--- config.mk ---
export PLATFORM = sky130hd
export DESIGN_NAME = alu_decode_stage
export DESIGN_NICKNAME = d
export VERILOG_FILES = /design/src/rtl/alu_decode_stage.sv
export SDC_FILE = /design/constraint.sdc
export NUM_CORES = 1
export LEC_CHECK = 0
export CAP_MARGIN = 20
export CORE_UTILIZATION = 45
export CTS_CLUSTER_DIAMETER = 80
export DETAILED_ROUTE_END_ITERATION = 12
export GPL_TIMING_DRIVEN = 0
export MAX_ROUTING_LAYER = met4
export PLACE_DENSITY_LB_ADDON = 0.25
export RECOVER_POWER = 50
export SETUP_SLACK_MARGIN = 0.3
export SLEW_MARGIN = 5
export SYNTH_ARGS = -nofsm -noshare
export SYNTH_HDL_FRONTEND = slang
export SYNTH_SLANG_ARGS = --single-unit
--- constraint.sdc ---
create_clock -name clk -period 2.4 [get_ports clk]
set_input_delay 0.36 -clock clk [delete_from_list [all_inputs] [get_ports clk]]
set_output_delay 0.36 -clock clk [all_outputs]
set_load 0.01 [all_outputs]
--- src/rtl/alu_decode_stage.sv ---
// alu_decode_stage
// One registered stage between instruction decode and execute. Maps
// {op_code, funct3, funct7, alu_op} to an ALU control code for RV32I
// (plus optional RV32M), flags unsupported encodings, and keeps saturating
// counters of completed and illegal output handshakes.
module alu_decode_stage #(
    parameter int ALU_CTRL_W = 5,
    parameter int EN_MEXT    = 1,
    parameter int TAG_W      = 5,
    parameter int CNT_W      = 16
) (
    input  logic                  clk,
    input  logic                  rst_n,
    input  logic                  flush,
    input  logic                  in_valid,
    output logic                  in_ready,
    input  logic [6:0]            in_op_code,
    input  logic [2:0]            in_funct3,
    input  logic [6:0]            in_funct7,
    input  logic [1:0]            in_alu_op,
    input  logic [TAG_W-1:0]      in_tag,
    output logic                  out_valid,
    input  logic                  out_ready,
    output logic [ALU_CTRL_W-1:0] out_alu_control,
    output logic                  out_illegal,
    output logic                  out_multicycle,
    output logic [TAG_W-1:0]      out_tag,
    input  logic                  cnt_clr,
    output logic [CNT_W-1:0]      cnt_decoded,
    output logic [CNT_W-1:0]      cnt_illegal
);

    // ALU operation codes
    localparam logic [4:0] OP_ADD    = 5'd0;
    localparam logic [4:0] OP_SUB    = 5'd1;
    localparam logic [4:0] OP_AND    = 5'd2;
    localparam logic [4:0] OP_OR     = 5'd3;
    localparam logic [4:0] OP_SLL    = 5'd4;
    localparam logic [4:0] OP_SLT    = 5'd5;
    localparam logic [4:0] OP_SLTU   = 5'd6;
    localparam logic [4:0] OP_XOR    = 5'd7;
    localparam logic [4:0] OP_SRL    = 5'd8;
    localparam logic [4:0] OP_SRA    = 5'd9;
    localparam logic [4:0] OP_MUL    = 5'd10;
    localparam logic [4:0] OP_PASS_B = 5'd18;

    // funct7 patterns of interest
    localparam logic [6:0] F7_BASE = 7'b0000000;
    localparam logic [6:0] F7_ALT  = 7'b0100000;
    localparam logic [6:0] F7_MEXT = 7'b0000001;

    localparam logic [CNT_W-1:0] CNT_MAX = {CNT_W{1'b1}};
    localparam logic [CNT_W-1:0] CNT_ONE = CNT_W'(1);

    logic [4:0]            code_s;
    logic                  illegal_s;
    logic                  multi_s;
    logic [ALU_CTRL_W-1:0] dec_ctrl_s;
    logic                  dec_multi_s;
    logic                  accept_s;
    logic                  handshake_s;

    logic                  out_valid_r;
    logic [ALU_CTRL_W-1:0] out_alu_control_r;
    logic                  out_illegal_r;
    logic                  out_multicycle_r;
    logic [TAG_W-1:0]      out_tag_r;
    logic [CNT_W-1:0]      cnt_decoded_r;
    logic [CNT_W-1:0]      cnt_illegal_r;

    // Decode the incoming instruction fields into an operation code and flags
    always_comb begin
        code_s    = OP_ADD;
        illegal_s = 1'b0;
        multi_s   = 1'b0;
        case (in_alu_op)
            2'b00: code_s = OP_ADD;
            2'b01: begin
                case (in_funct3)
                    3'b000, 3'b001: code_s = OP_SUB;
                    3'b100, 3'b101: code_s = OP_SLT;
                    3'b110, 3'b111: code_s = OP_SLTU;
                    default:        illegal_s = 1'b1;
                endcase
            end
            2'b10: begin
                if (in_op_code[5]) begin
                    // R-type: funct7 selects base, alternate or M-extension group
                    case (in_funct7)
                        F7_BASE: begin
                            case (in_funct3)
                                3'b000:  code_s = OP_ADD;
                                3'b001:  code_s = OP_SLL;
                                3'b010:  code_s = OP_SLT;
                                3'b011:  code_s = OP_SLTU;
                                3'b100:  code_s = OP_XOR;
                                3'b101:  code_s = OP_SRL;
                                3'b110:  code_s = OP_OR;
                                3'b111:  code_s = OP_AND;
                                default: illegal_s = 1'b1;
                            endcase
                        end
                        F7_ALT: begin
                            case (in_funct3)
                                3'b000:  code_s = OP_SUB;
                                3'b101:  code_s = OP_SRA;
                                default: illegal_s = 1'b1;
                            endcase
                        end
                        F7_MEXT: begin
                            if (EN_MEXT != 0) begin
                                code_s  = OP_MUL + {2'b00, in_funct3};
                                multi_s = 1'b1;
                            end else begin
                                illegal_s = 1'b1;
                            end
                        end
                        default: illegal_s = 1'b1;
                    endcase
                end else begin
                    // I-type: funct7 only matters for the shift-immediate forms
                    case (in_funct3)
                        3'b000: code_s = OP_ADD;
                        3'b001: begin
                            if (in_funct7 == F7_BASE) begin
                                code_s = OP_SLL;
                            end else begin
                                illegal_s = 1'b1;
                            end
                        end
                        3'b010: code_s = OP_SLT;
                        3'b011: code_s = OP_SLTU;
                        3'b100: code_s = OP_XOR;
                        3'b101: begin
                            if (in_funct7 == F7_BASE) begin
                                code_s = OP_SRL;
                            end else if (in_funct7 == F7_ALT) begin
                                code_s = OP_SRA;
                            end else begin
                                illegal_s = 1'b1;
                            end
                        end
                        3'b110:  code_s = OP_OR;
                        3'b111:  code_s = OP_AND;
                        default: illegal_s = 1'b1;
                    endcase
                end
            end
            2'b11:   code_s = OP_PASS_B;
            default: illegal_s = 1'b1;
        endcase
    end

    // Illegal encodings still flow but carry a neutral control code
    assign dec_ctrl_s  = illegal_s ? {ALU_CTRL_W{1'b0}} : ALU_CTRL_W'(code_s);
    assign dec_multi_s = multi_s & ~illegal_s;

    assign in_ready    = ~out_valid_r | out_ready;
    assign accept_s    = in_valid & in_ready;
    assign handshake_s = out_valid_r & out_ready & ~flush;

    // Single pipeline register; flush wins, then a new accept, then a drain
    always_ff @(posedge clk or negedge rst_n) begin
        if (!rst_n) begin
            out_valid_r       <= 1'b0;
            out_alu_control_r <= {ALU_CTRL_W{1'b0}};
            out_illegal_r     <= 1'b0;
            out_multicycle_r  <= 1'b0;
            out_tag_r         <= {TAG_W{1'b0}};
        end else if (flush) begin
            out_valid_r <= 1'b0;
        end else if (accept_s) begin
            out_valid_r       <= 1'b1;
            out_alu_control_r <= dec_ctrl_s;
            out_illegal_r     <= illegal_s;
            out_multicycle_r  <= dec_multi_s;
            out_tag_r         <= in_tag;
        end else if (out_valid_r && out_ready) begin
            out_valid_r <= 1'b0;
        end
    end

    // Saturating statistics counters; clear has priority over increment
    always_ff @(posedge clk or negedge rst_n) begin
        if (!rst_n) begin
            cnt_decoded_r <= {CNT_W{1'b0}};
            cnt_illegal_r <= {CNT_W{1'b0}};
        end else if (cnt_clr) begin
            cnt_decoded_r <= {CNT_W{1'b0}};
            cnt_illegal_r <= {CNT_W{1'b0}};
        end else begin
            if (handshake_s && (cnt_decoded_r != CNT_MAX)) begin
                cnt_decoded_r <= cnt_decoded_r + CNT_ONE;
            end
            if (handshake_s && out_illegal_r && (cnt_illegal_r != CNT_MAX)) begin
                cnt_illegal_r <= cnt_illegal_r + CNT_ONE;
            end
        end
    end

    assign out_valid       = out_valid_r;
    assign out_alu_control = out_alu_control_r;
    assign out_illegal     = out_illegal_r;
    assign out_multicycle  = out_multicycle_r;
    assign out_tag         = out_tag_r;
    assign cnt_decoded     = cnt_decoded_r;
    assign cnt_illegal     = cnt_illegal_r;

endmodule
* Word level (Yosys, flattened, before mapping)
Memories as Yosys holds them, arrays and structs flattened. Index checks and enable logic that the tools add are counted.
Storage, ports and cells: word-level logic and storage cells 79, memories 1, output and inout bits 46, register bits 45, memory bits (read-only) 32, input port bits 30
Memories:
- (no name shown) | depth 8, width 4, rd ports 1, clocked after memory_dff 0, write ports 0, line 91 | case (in_funct3)
Cells by class: reduce and logical (&&, ||, !) cells 17, mux-type cells 29, bitwise gates (word level) 8, add/subtract/negate cells 3, eq/ne operators 14
Operator list (count):
- 2-to-1 mux 16 bit | 4
- case mux 5 bit (8 select lines) | 1
- adder 16 x 1 -> 16 bit (second input constant) | 2
- != test 16 bit (second input constant) | 2
- case mux 5 bit (4 select lines) | 1
- case mux 5 bit (3 select lines) | 1
- equality test 3 bit (second input constant) | 4
- 2-to-1 mux 1 bit | 12
- 2-to-1 mux 5 bit | 2
- OR reduction 2 bit | 5
- case mux 3 bit (3 select lines) | 1
- 2-to-1 mux 4 bit | 2
- case mux 4 bit (2 select lines) | 1
- equality test 7 x 1 -> 1 bit (second input constant) | 1
- equality test 7 x 6 -> 1 bit (second input constant) | 1
- logical NOT 7 bit | 1
- equality test 3 x 2 -> 1 bit (second input constant) | 2
- case mux 1 bit (2 select lines) | 3
- OR reduction 6 bit | 1
- adder 4 x 3 -> 5 bit (first input constant) | 1
- bitwise AND 1 bit | 4
- equality test 2 bit (second input constant) | 2
- logical AND 1 bit | 4
- nonzero test 2 bit | 2
- 9 further kinds | 11

* Longest topological paths before layout
Gate-level depths: netlist (run 1).
word-level depth 8, gate-level depth with buffers 8, mapped depth without buffers 7

* Worst setup path before layout (run 1)
No wires, ideal clock.
path kind input to register, start input port in_funct3[1], end register out_alu_control_r[2] (netlist: out_alu_control[2]), setup slack 0.426 ns, data arrival time 1.835 ns, data required time 2.261 ns, path buffers 1, cell stages on the path 8, cells stage by stage clkbuf_1 inv_1 ha_1 or4_1 o21ai_1 a21oi_1 o311ai_1 a22oi_1
Between the ends: longest elaborated chain between the ends 7
Ends and longest elaborated chain:
- start: declaration | line 18 | input logic [2:0] in_funct3,
- parallel branches: the longest is 6 deep, another holds adder 4 x 3 -> 5 bit
- 2-to-1 mux 5 bit * | line 155 | assign dec_ctrl_s = illegal_s ? {ALU_CTRL_W{1'b0}} : ALU_CTRL_W'(code_s);
- end signal: assignment | line 166 | out_alu_control_r <= {ALU_CTRL_W{1'b0}};
- end signal: assignment | line 174 | out_alu_control_r <= dec_ctrl_s;
- end: declaration | line 64 | logic [ALU_CTRL_W-1:0] out_alu_control_r;
Every way passes the cells marked *. The select of a mux whose other input is x is not followed. A chain may end at the register's enable or synchronous reset.

* Worst setup path in the final report (run 1)
start input port out_ready, end register cnt_decoded_r[15] (netlist: cnt_decoded[15])
Between the ends: longest elaborated chain between the ends 4
Ends and longest elaborated chain:
- start: declaration | line 23 | input logic out_ready,
- bitwise AND 1 bit (2 in a row) | line 160 | assign handshake_s = out_valid_r & out_ready & ~flush;
- logical AND 1 bit | line 192 | if (handshake_s && (cnt_decoded_r != CNT_MAX)) begin
- nonzero test 2 bit (no line)
- end signal: assignment | line 186 | cnt_decoded_r <= {CNT_W{1'b0}};
- end signal: assignment | line 189 | cnt_decoded_r <= {CNT_W{1'b0}};
- end signal: assignment | line 193 | cnt_decoded_r <= cnt_decoded_r + CNT_ONE;
- end: declaration | line 68 | logic [CNT_W-1:0] cnt_decoded_r;
No other way between the ends.

==> flow_metrics.env, run 1 <==
export IMPL_setup_viol=0
export IMPL_outcome="finished clean"
export IMPL_grt_pass1_wl_um=10800
export IMPL_synthAdderAreaFrac_pct=5.12
export IMPL_synthCells=286
export IMPL_clock_skew_ns=0.00632
export IMPL_die_height_um=79.3
export IMPL_synth_mux_area_share_pct=2.89
export IMPL_yosysWarnings=0
export IMPL_end_kind="register"
export IMPL_period_needed_ns=2.07
export IMPL_cp_max_fo=10
export IMPL_ioPinCount=76
export IMPL_tns_ns=0
export IMPL_fmax_ghz=0.483
export IMPL_ys_async_sr_fraction_pct=100
export IMPL_clock_path_buffers=2
export IMPL_clock_latency_ns=0.29
export IMPL_syn_avg_cell_area_um2=9.39
export IMPL_max_cap_violations=0
export IMPL_start_util_pct=47.6
export IMPL_first_pass_iters=4
export IMPL_numCtsBuffers=5
export IMPL_worstPathArrival_ns=2.29
export IMPL_ys_ff_latch=45
export IMPL_r2r_start="cnt_decoded[0]"
export IMPL_relSlewSlack_pct=30.8
export IMPL_cts_sinks=45
export IMPL_ctsRootBufferMaster="clkbuf_8"
export IMPL_final_hold_violation_count=0
export IMPL_min_from="out_multicycle"
export IMPL_postLayoutCellArea_um2=3670
export IMPL_critPathLaunchType="input pin"
export IMPL_grt_pass1_vias=2299
export IMPL_nets=407
export IMPL_synthTopCellsByCount="dfrtp_1 (45), nor2_1 (34), nand2_1 (20)"
export IMPL_cp_required_ns=2.62
export IMPL_synth_area_leaders="dfrtp_1 (42%), ha_1 (5.1%), nor2_1 (4.8%)"
export IMPL_diodes=0
export IMPL_drv_slew=0
export IMPL_die_area_um2=6280
export IMPL_fill_cells=473
export IMPL_rows=27
export IMPL_dr_first_iter_drc_count=118
export IMPL_p_leak_nw=1.53
export IMPL_netlist_area_um2=2690
export IMPL_synth_ff_type="dfrtp_1"
export IMPL_htreeDepth=2
export IMPL_synth_largest_area_cell="dfrtp_1"
export IMPL_grt_total_usage_pct=22.2
export IMPL_overflow=0
export IMPL_min_period_over_period_pct=86.3
export IMPL_startpoint="out_ready"
export IMPL_min_path_type="register to register"
export IMPL_synthXorXnorAreaFrac_pct=7.82
export IMPL_synth_compound_area_share_pct=13.7
export IMPL_worstSetupPathType="input pin to register"
export IMPL_drc_errors=0
export IMPL_wl_per_cell_um=14.3
export IMPL_p_per_area_nw_per_um2=461
export IMPL_drive_gt1_share_pct=7.36
export IMPL_synth_nets=327
export IMPL_dp_slack_ns=-0.506
export IMPL_netlist_area_leader_share_pct=41.9
export IMPL_coreArea_um2=5640
export IMPL_grt_antenna_before_repair=0
export IMPL_vias_per_cell=5.56
export IMPL_multi_input_area_um2=1500
export IMPL_yosys_cell_count_top_type="dfrtp_1"
export IMPL_regArea_um2=1130
export IMPL_grt_max_degree=29
export IMPL_ir_drop_mv=0.315
export IMPL_cts_tree="yes"
export IMPL_dpl_hpwl_um=4660
export IMPL_whs_ns=0.470
export IMPL_post_dp_cell_area_um2=3480
export IMPL_synth_simple_gate_area_share_pct=25.3
export IMPL_wirelength_um=6290
export IMPL_cts_clk_slew_worst_paths_ns=0.09
export IMPL_synth_top_family_by_area="simple AND/OR/NAND/NOR gates"
export IMPL_via_count=2439
export IMPL_final_core_util_pct=65.1
export IMPL_worst_slew_pin_slew_ns=1.04
export IMPL_rsz0062_at_grt="yes"
export IMPL_synth_edf_count=0
export IMPL_area_growth_pct=36.7
export IMPL_fp_dieW_um=79.3
export IMPL_fin_ws_ns=0.328
export IMPL_synthDistinctLibCells=53
export IMPL_gp_congestion=0.919
export IMPL_ant_nets=0
export IMPL_port_buffers=69
export IMPL_ys_seq_area_share_pct=41.9
==> cells in the final DEF (no fill, tap or decap), drive strengths merged, types with 3 or more instances in the layout <==
master	count
clkdlybuf4s50	43
and2	4
a31oi	3
a41oi	4
mux2	6
dlygate4sd3	23
nor2b	5
inv	11
nand2	20
ha	11
nor2	34
xor2	13
nand3b	3
or3	8
clkbuf	18
nand3	13
or4	4
and3	3
nor3	4
a21oi	10
o21ai	15
and4	4
nand4	10
dfrtp	45
xnor2	11
buf	4
nor4	4
a311oi	3
==> logic make-up (layout without fill, tap and decap cells) <==
group | Yosys count | count (layout)
adders and majority gates | 11 | 11
AOI/OAI and AO/OA | 54 | 54
xor gates and xnor gates | 24 | 24
and+or+nand+nor | 122 | 122
buffers and inverters | 23 | 104
DFF | 45 | 45
muxes | 7 | 7
==> layout make-up <==
cell class	instances	area share (%)
Clock buffer	5	1.87
Timing Repair Buffer	73	19.7
Multi-Input combinational cell	218	40.9
Buffer	12	1.53
Inverter	11	1.12
Sequential cell	45	30.7
Clock inverter	3	1.77
Tap cell	72	2.45
==> registers in the layout, indices dropped and copies added (netlist names) <==
register / count
cnt_decoded: 16
cnt_illegal: 16
out_valid: 1
out_multicycle: 1
out_tag: 5
out_illegal: 1
out_alu_control: 5
==> final timing paths <==
| path | end | slack, ns | depth (start not counted) |
|---|---|---|---|
| setup / recovery | cnt_decoded[15] | 0.33 | 6 |
| hold / removal | out_multicycle | 0.47 | 2 |
| setup reg to reg | cnt_decoded[15] | 0.39 | 7 |
| hold reg to reg | out_multicycle | 0.47 | 2 |
| max in group asynchronous | cnt_decoded[0] | 0.93 | 3 |
| min in group asynchronous | cnt_illegal[2] | 0.76 | 2 |
==> layer usage <==
layer	wire [um]	GRT usage, %
met5	0	-
met4	65	5.82
met3	256	4.25
met2	3000	34.3
met1	2970	29.9
==> worst max-delay path, stage by stage <==
cell           delay (ns)
dlygate4sd3_1        0.61
nand3b_4             0.13
or4_1                0.52
buf_2                0.18
or3_1                0.35
a21oi_1              0.14
==> stage by stage <==
stage                     total power (W)  instances
after detailed placement          0.00104        428
after CTS                         0.00171        438
after global placement            0.00103        427
final                             0.00169        439
after floorplan                  0.000903        286
after global routing              0.00177        439
==> power by group <==
part | internal, W | total (W) | leakage [nW] | switching (W)
combinational | 0.000113 | 0.000229 | 0.845 | 0.000116
sequential | 0.000781 | 0.000794 | 0.613 | 0.0000133
clock | 0.000414 | 0.000668 | 0.0681 | 0.000255
==> timing repair <==
item                       4_1_cts  5_1_grt
pin swaps                        1        2
hold buffers                     1        0
setup buffers                    1        1
setup endpoints to repair        6       10
hold endpoints to repair         5        0
gates resized for setup          8        6
Power figures use the tool's default switching activity.
==> inputs of run 2 (changes only) <==
Settings changed: CORE_UTILIZATION 45 to 43, PLACE_DENSITY_LB_ADDON 0.25 to 0.08, REMOVE_ABC_BUFFERS set to 1.
Clock period 2.4 ns to 1.9 ns, I/O delays scaled along.
==> flow_metrics.env, run 2 (same netlist as run 1, synthesis figures left out) <==
export IMPL_critPathLaunchType="register"
export IMPL_max_cap_violations=0
export IMPL_route_top_layer_used="met4"
export IMPL_worstSetupPathType="register to register"
export IMPL_overflow=0
export IMPL_port_buffers=69
export IMPL_fin_ws_ns=0.0202
export IMPL_worst_slew_pin_slew_ns=0.878
export IMPL_ioPinCount=76
export IMPL_dr_first_iter_drc_count=128
export IMPL_area_growth_pct=57.3
export IMPL_coreArea_um2=5990
export IMPL_first_pass_iters=4
export IMPL_fp_dieW_um=81.0
export IMPL_start_util_pct=44.8
export IMPL_drv_slew=0
export IMPL_p_per_area_nw_per_um2=492
export IMPL_ctsRootBufferMaster="clkbuf_8"
export IMPL_routed_wl_met2_um=3820
export IMPL_final_hold_violation_count=0
export IMPL_wl_met1_um=3370
export IMPL_worstPathArrival_ns=2.09
export IMPL_setup_viol=0
export IMPL_min_to="out_valid"
export IMPL_fmax_ghz=0.532
export IMPL_cp_required_ns=2.11
export IMPL_grt_pass1_vias=2519
export IMPL_drc_errors=0
export IMPL_dpl_hpwl_um=4500
export IMPL_die_height_um=81.0
export IMPL_relSlewSlack_pct=41.5
export IMPL_numCtsBuffers=5
export IMPL_wl_met3_um=387
export IMPL_reg2reg_depth=6
export IMPL_outcome="finished clean"
export IMPL_min_path_type="input pin to register"
export IMPL_gp_congestion=0.788
export IMPL_end_kind="register"
export IMPL_min_from="flush"
export IMPL_cts_tree="yes"
export IMPL_tns_ns=0
export IMPL_grt_max_degree=32
export IMPL_dp_slack_ns=-0.745
export IMPL_hold_depth=2
export IMPL_htreeDepth=2
export IMPL_layout_common_cells="buf_4 (41), dfrtp_1 (40), clkdlybuf4s50_1 (35)"
export IMPL_period_needed_ns=1.88
export IMPL_min_period_over_period_pct=98.9
export IMPL_rsz0062_at_grt="yes"
export IMPL_p_leak_nw=1.80
export IMPL_die_area_um2=6570
export IMPL_clock_latency_ns=0.30
export IMPL_cts_sinks=45
export IMPL_ant_nets=0
export IMPL_final_common_cell="buf_4"
export IMPL_grt_total_usage_pct=24.0
export IMPL_ff2ff_setup_slack_ns=0.02
export IMPL_cp_max_fo=5
export IMPL_grt_antenna_before_repair=1
export IMPL_fill_cells=451
export IMPL_cts_clk_slew_worst_paths_ns=0.09
export IMPL_vias_per_cell=5.59
export IMPL_via_count=2666
export IMPL_clock_path_buffers=2
export IMPL_ir_drop_mv=0.348
export IMPL_reg2reg_to="cnt_decoded[15]"
export IMPL_rows=28
export IMPL_wirelength_um=7720
export IMPL_nets=441
export IMPL_grt_pass1_wl_um=11800
export IMPL_drive_gt1_share_pct=30.2
export IMPL_r2r_start="cnt_decoded[9]"
export IMPL_clock_skew_ns=0.00314
export IMPL_wl_per_cell_um=16.2
-- run 2: cell count changes in the layout (fill, tap and decap cells not counted), sizes merged, moves of 2 or more --
| cell | before | now |
|---|---|---|
| clkdlybuf4s15 | 0 | 2 |
| clkdlybuf4s50 | 43 | 35 |
| dlygate4sd3 | 23 | 1 |
| clkbuf | 18 | 13 |
| clkdlybuf4s25 | 0 | 9 |
| buf | 4 | 50 |
| dlymetal6s2s | 0 | 4 |
| dlygate4sd2 | 2 | 10 |
-- run 2: report_power, final --
group | leakage [nW] | switching, W | total [W] | internal, W
logic | 1.14 | 0.000169 | 0.000336 | 0.000167
clock network | 0.0554 | 0.000344 | 0.000739 | 0.000395
registers | 0.606 | 0.0000173 | 0.00100 | 0.000986
total | 1.80 | 0.000530 | 0.00208 | 0.00155
-- run 2: stage by stage --
stage,hold WS [ns],util (%),area [um^2],power (W),std cells
final,0.351,70.5,4230,0.00208,477
after global routing,0.359,70.5,4230,0.00217,477
after CTS,0.335,65.6,3930,0.00207,458
after detailed placement,0.222,57.9,3470,0.00132,420
after global placement,0.459,57.2,3420,0.00130,418
after floorplan,-0.0106,-,2640,0.00113,274
-- run 2: worst max path at each step --
stage,cells past startpoint,startpoint,to
2_1_floorplan,6,cnt_decoded[0],cnt_decoded[15]
3_3_place_gp,8,in_funct3[1],out_alu_control[2]
3_5_place_dp,8,in_funct3[1],out_alu_control[2]
4_1_cts,6,cnt_decoded[1],cnt_decoded[7]
5_1_grt,6,cnt_decoded[9],cnt_decoded[15]
6_report,6,cnt_decoded[9],cnt_decoded[15]
-- run 2: critical path, cell delays in order, from the launching register on --
cell and delay (ns):
dfrtp_1 0.38, nand4_1 0.23, buf_4 0.24, nor2_2 0.27, nand2_1 0.13, or3_1 0.37, a21oi_1 0.16
-- run 2: final cells by class --
| class | count | area [um^2] | share of cell area (%) |
|---|---|---|---|
| clock buffers | 6 | 72.6 | 1.72 |
| multi-input cells | 219 | 1780 | 42.0 |
| flip-flops and latches | 45 | 1130 | 26.8 |
| inverters | 11 | 43.8 | 1.04 |
| clock inverters | 2 | 38.8 | 0.918 |
| diodes | 1 | 2.50 | 0.0592 |
| repair buffers | 118 | 1070 | 25.2 |
| well taps | 75 | 93.8 | 2.22 |
-- run 2: metal layers --
metal	up-vias	GRT usage, %
met5	-	-
met4	0	5.18
met3	18	6.07
met2	81	40.0
met1	1293	29.2
li1	1274	-
-- run 2: repair_timing --
action	4_1_cts	5_1_grt
pin swaps	25	22
resized for setup	78	61
setup endpoints to repair	54	53
buffers inserted	28	18
gates cloned	1	0
hold endpoints to repair	14	0
hold buffers	1	0
==> inputs of run 3 (changes only) <==
Settings changed: SLEW_MARGIN 5 to 25.
Clock period 1.9 ns to 1.6 ns, I/O delays scaled along.
==> flow_metrics.env, run 3 (same netlist as run 1, synthesis figures left out) <==
export IMPL_outcome="complete, but fails checks"
export IMPL_violations="setup timing"
export IMPL_clock_path_buffers=2
export IMPL_tns_ns=-1.92
export IMPL_grt_antenna_before_repair=0
export IMPL_overflow=0
export IMPL_cts_tree="yes"
export IMPL_rows=28
export IMPL_p_per_area_nw_per_um2=541
export IMPL_ir_drop_mv=0.373
export IMPL_htreeDepth=2
export IMPL_end_kind="register"
export IMPL_clock_latency_ns=0.30
export IMPL_port_buffers=69
export IMPL_ant_nets=0
export IMPL_clock_skew_ns=0.0117
export IMPL_wl_per_cell_um=16.4
export IMPL_rsz0062_at_grt="yes"
export IMPL_drc_errors=0
export IMPL_p_leak_nw=1.98
export IMPL_fmax_ghz=0.549
export IMPL_fin_ws_ns=-0.221
export IMPL_grt_pass1_vias=2711
export IMPL_die_area_um2=6570
export IMPL_nets=457
export IMPL_cts_clk_slew_worst_paths_ns=0.09
export IMPL_worstSetupPathType="register to register"
export IMPL_die_height_um=81.0
export IMPL_final_hold_violation_count=0
export IMPL_coreArea_um2=5990
export IMPL_totalPowerFinal_w=0.00236
export IMPL_grt_max_degree=33
export IMPL_pwr_share_clk_pct=32.3
export IMPL_gp_congestion=0.788
export IMPL_wirelength_um=8100
export IMPL_area_growth_pct=62.1
export IMPL_grt_total_usage_pct=26.3
export IMPL_worstPathArrival_ns=2.04
export IMPL_cp_max_fo=5
export IMPL_max_cap_violations=0
export IMPL_min_period_over_period_pct=114
export IMPL_vias_per_cell=5.60
export IMPL_via_count=2763
export IMPL_ioPinCount=76
export IMPL_dpl_hpwl_um=4400
export IMPL_worst_slew_pin_slew_ns=0.948
export IMPL_grt_pass1_wl_um=12900
export IMPL_p_sw_share_pct=26.9
export IMPL_p_seq_share_pct=50.6
export IMPL_layout_common_cells="buf_4 (47), dfrtp_1 (37), dlygate4sd2_1 (34)"
export IMPL_numCtsBuffers=5
export IMPL_relSlewSlack_pct=36.8
export IMPL_p_sw_w=0.000634
export IMPL_period_needed_ns=1.82
export IMPL_min_path_type="input pin to register"
export IMPL_drv_slew=0
export IMPL_start_util_pct=44.8
export IMPL_first_pass_iters=4
export IMPL_setup_viol=18
export IMPL_power_frac_comb_pct=17.0
export IMPL_intPower_w=0.00172
export IMPL_fp_dieW_um=81.0
export IMPL_cts_sinks=45
export IMPL_critPathLaunchType="register"
export IMPL_final_common_cell="buf_4"
export IMPL_ctsRootBufferMaster="clkbuf_8"
export IMPL_drive_gt1_share_pct=42.2
export IMPL_dr_first_iter_drc_count=135
export IMPL_cp_required_ns=1.81
run 3: final cells by class:
type	count	area (um^2)
multi-input cells	219	1880
diodes	1	2.50
inverters	11	41.3
flip-flops and latches	45	1140
clock buffers	6	82.6
clock inverters	2	13.8
fillers	444	1640
well taps	75	93.8
repair buffers	134	1110
run 3: final timing paths:
kind | from | end | slack, ns | cells after the start
min reg2reg | out_multicycle | out_multicycle | 0.48 | 2
min | flush | out_valid | 0.30 | 2
max | cnt_decoded[1] | cnt_decoded[15] | -0.22 | 6
max reg2reg | cnt_decoded[1] | cnt_decoded[15] | -0.22 | 6
max in group asynchronous | rst_n | cnt_decoded[2] | 0.20 | 3
min in group asynchronous | rst_n | out_tag[4] | 0.60 | 2
run 3: per-layer routing:
layer	vias up	track usage [%]	wire (um)
met4	0	7.86	97
met1	1354	33.4	3570
li1	1302	-	-
met2	97	43.0	4010
met5	-	-	0
met3	10	4.49	427
run 3: repair_timing:
action | CTS | global route
hold buffers | 1 | 0
buffers inserted | 52 | 10
gates cloned | 2 | 0
setup endpoints to repair | 90 | 52
pin swaps | 51 | 20
hold endpoints to repair | 16 | 0
gates resized for setup | 212 | 34
run 3: stage by stage:
| stage | std cells | hold WS [ns] | util (%) | worst slack, ns | instance area [um^2] |
|---|---|---|---|---|---|
| 3_3_place_gp | 418 | 0.459 | 57.2 | -1.01 | 3420 |
| 3_5_place_dp | 419 | 0.196 | 57.3 | -0.995 | 3430 |
| 2_1_floorplan | 274 | -0.0556 | - | -0.306 | 2640 |
| 5_1_grt | 492 | 0.297 | 72.7 | -0.273 | 4350 |
| 6_report | 493 | 0.303 | 72.7 | -0.221 | 4360 |
| 4_1_cts | 482 | 0.292 | 69.7 | -0.163 | 4180 |
run 3: power by group through the flow:
stage | sequential (W) | clock (W) | combinational [W]
2_1_floorplan | 0.00123 | 0 | 0.000105
3_3_place_gp | 0.00121 | 0 | 0.000331
3_5_place_dp | 0.00122 | 0 | 0.000339
4_1_cts | 0.00119 | 0.000772 | 0.000372
5_1_grt | 0.00120 | 0.000812 | 0.000439
6_report | 0.00119 | 0.000762 | 0.000402
run 3: worst max-delay path, stage by stage, from the launching register on:
cell and delay (ns):
dfrtp_1 0.42, ha_4 0.19, nand3_4 0.06, nor4_4 0.05, or4_4 0.53, or3_1 0.35
a21oi_1 0.13
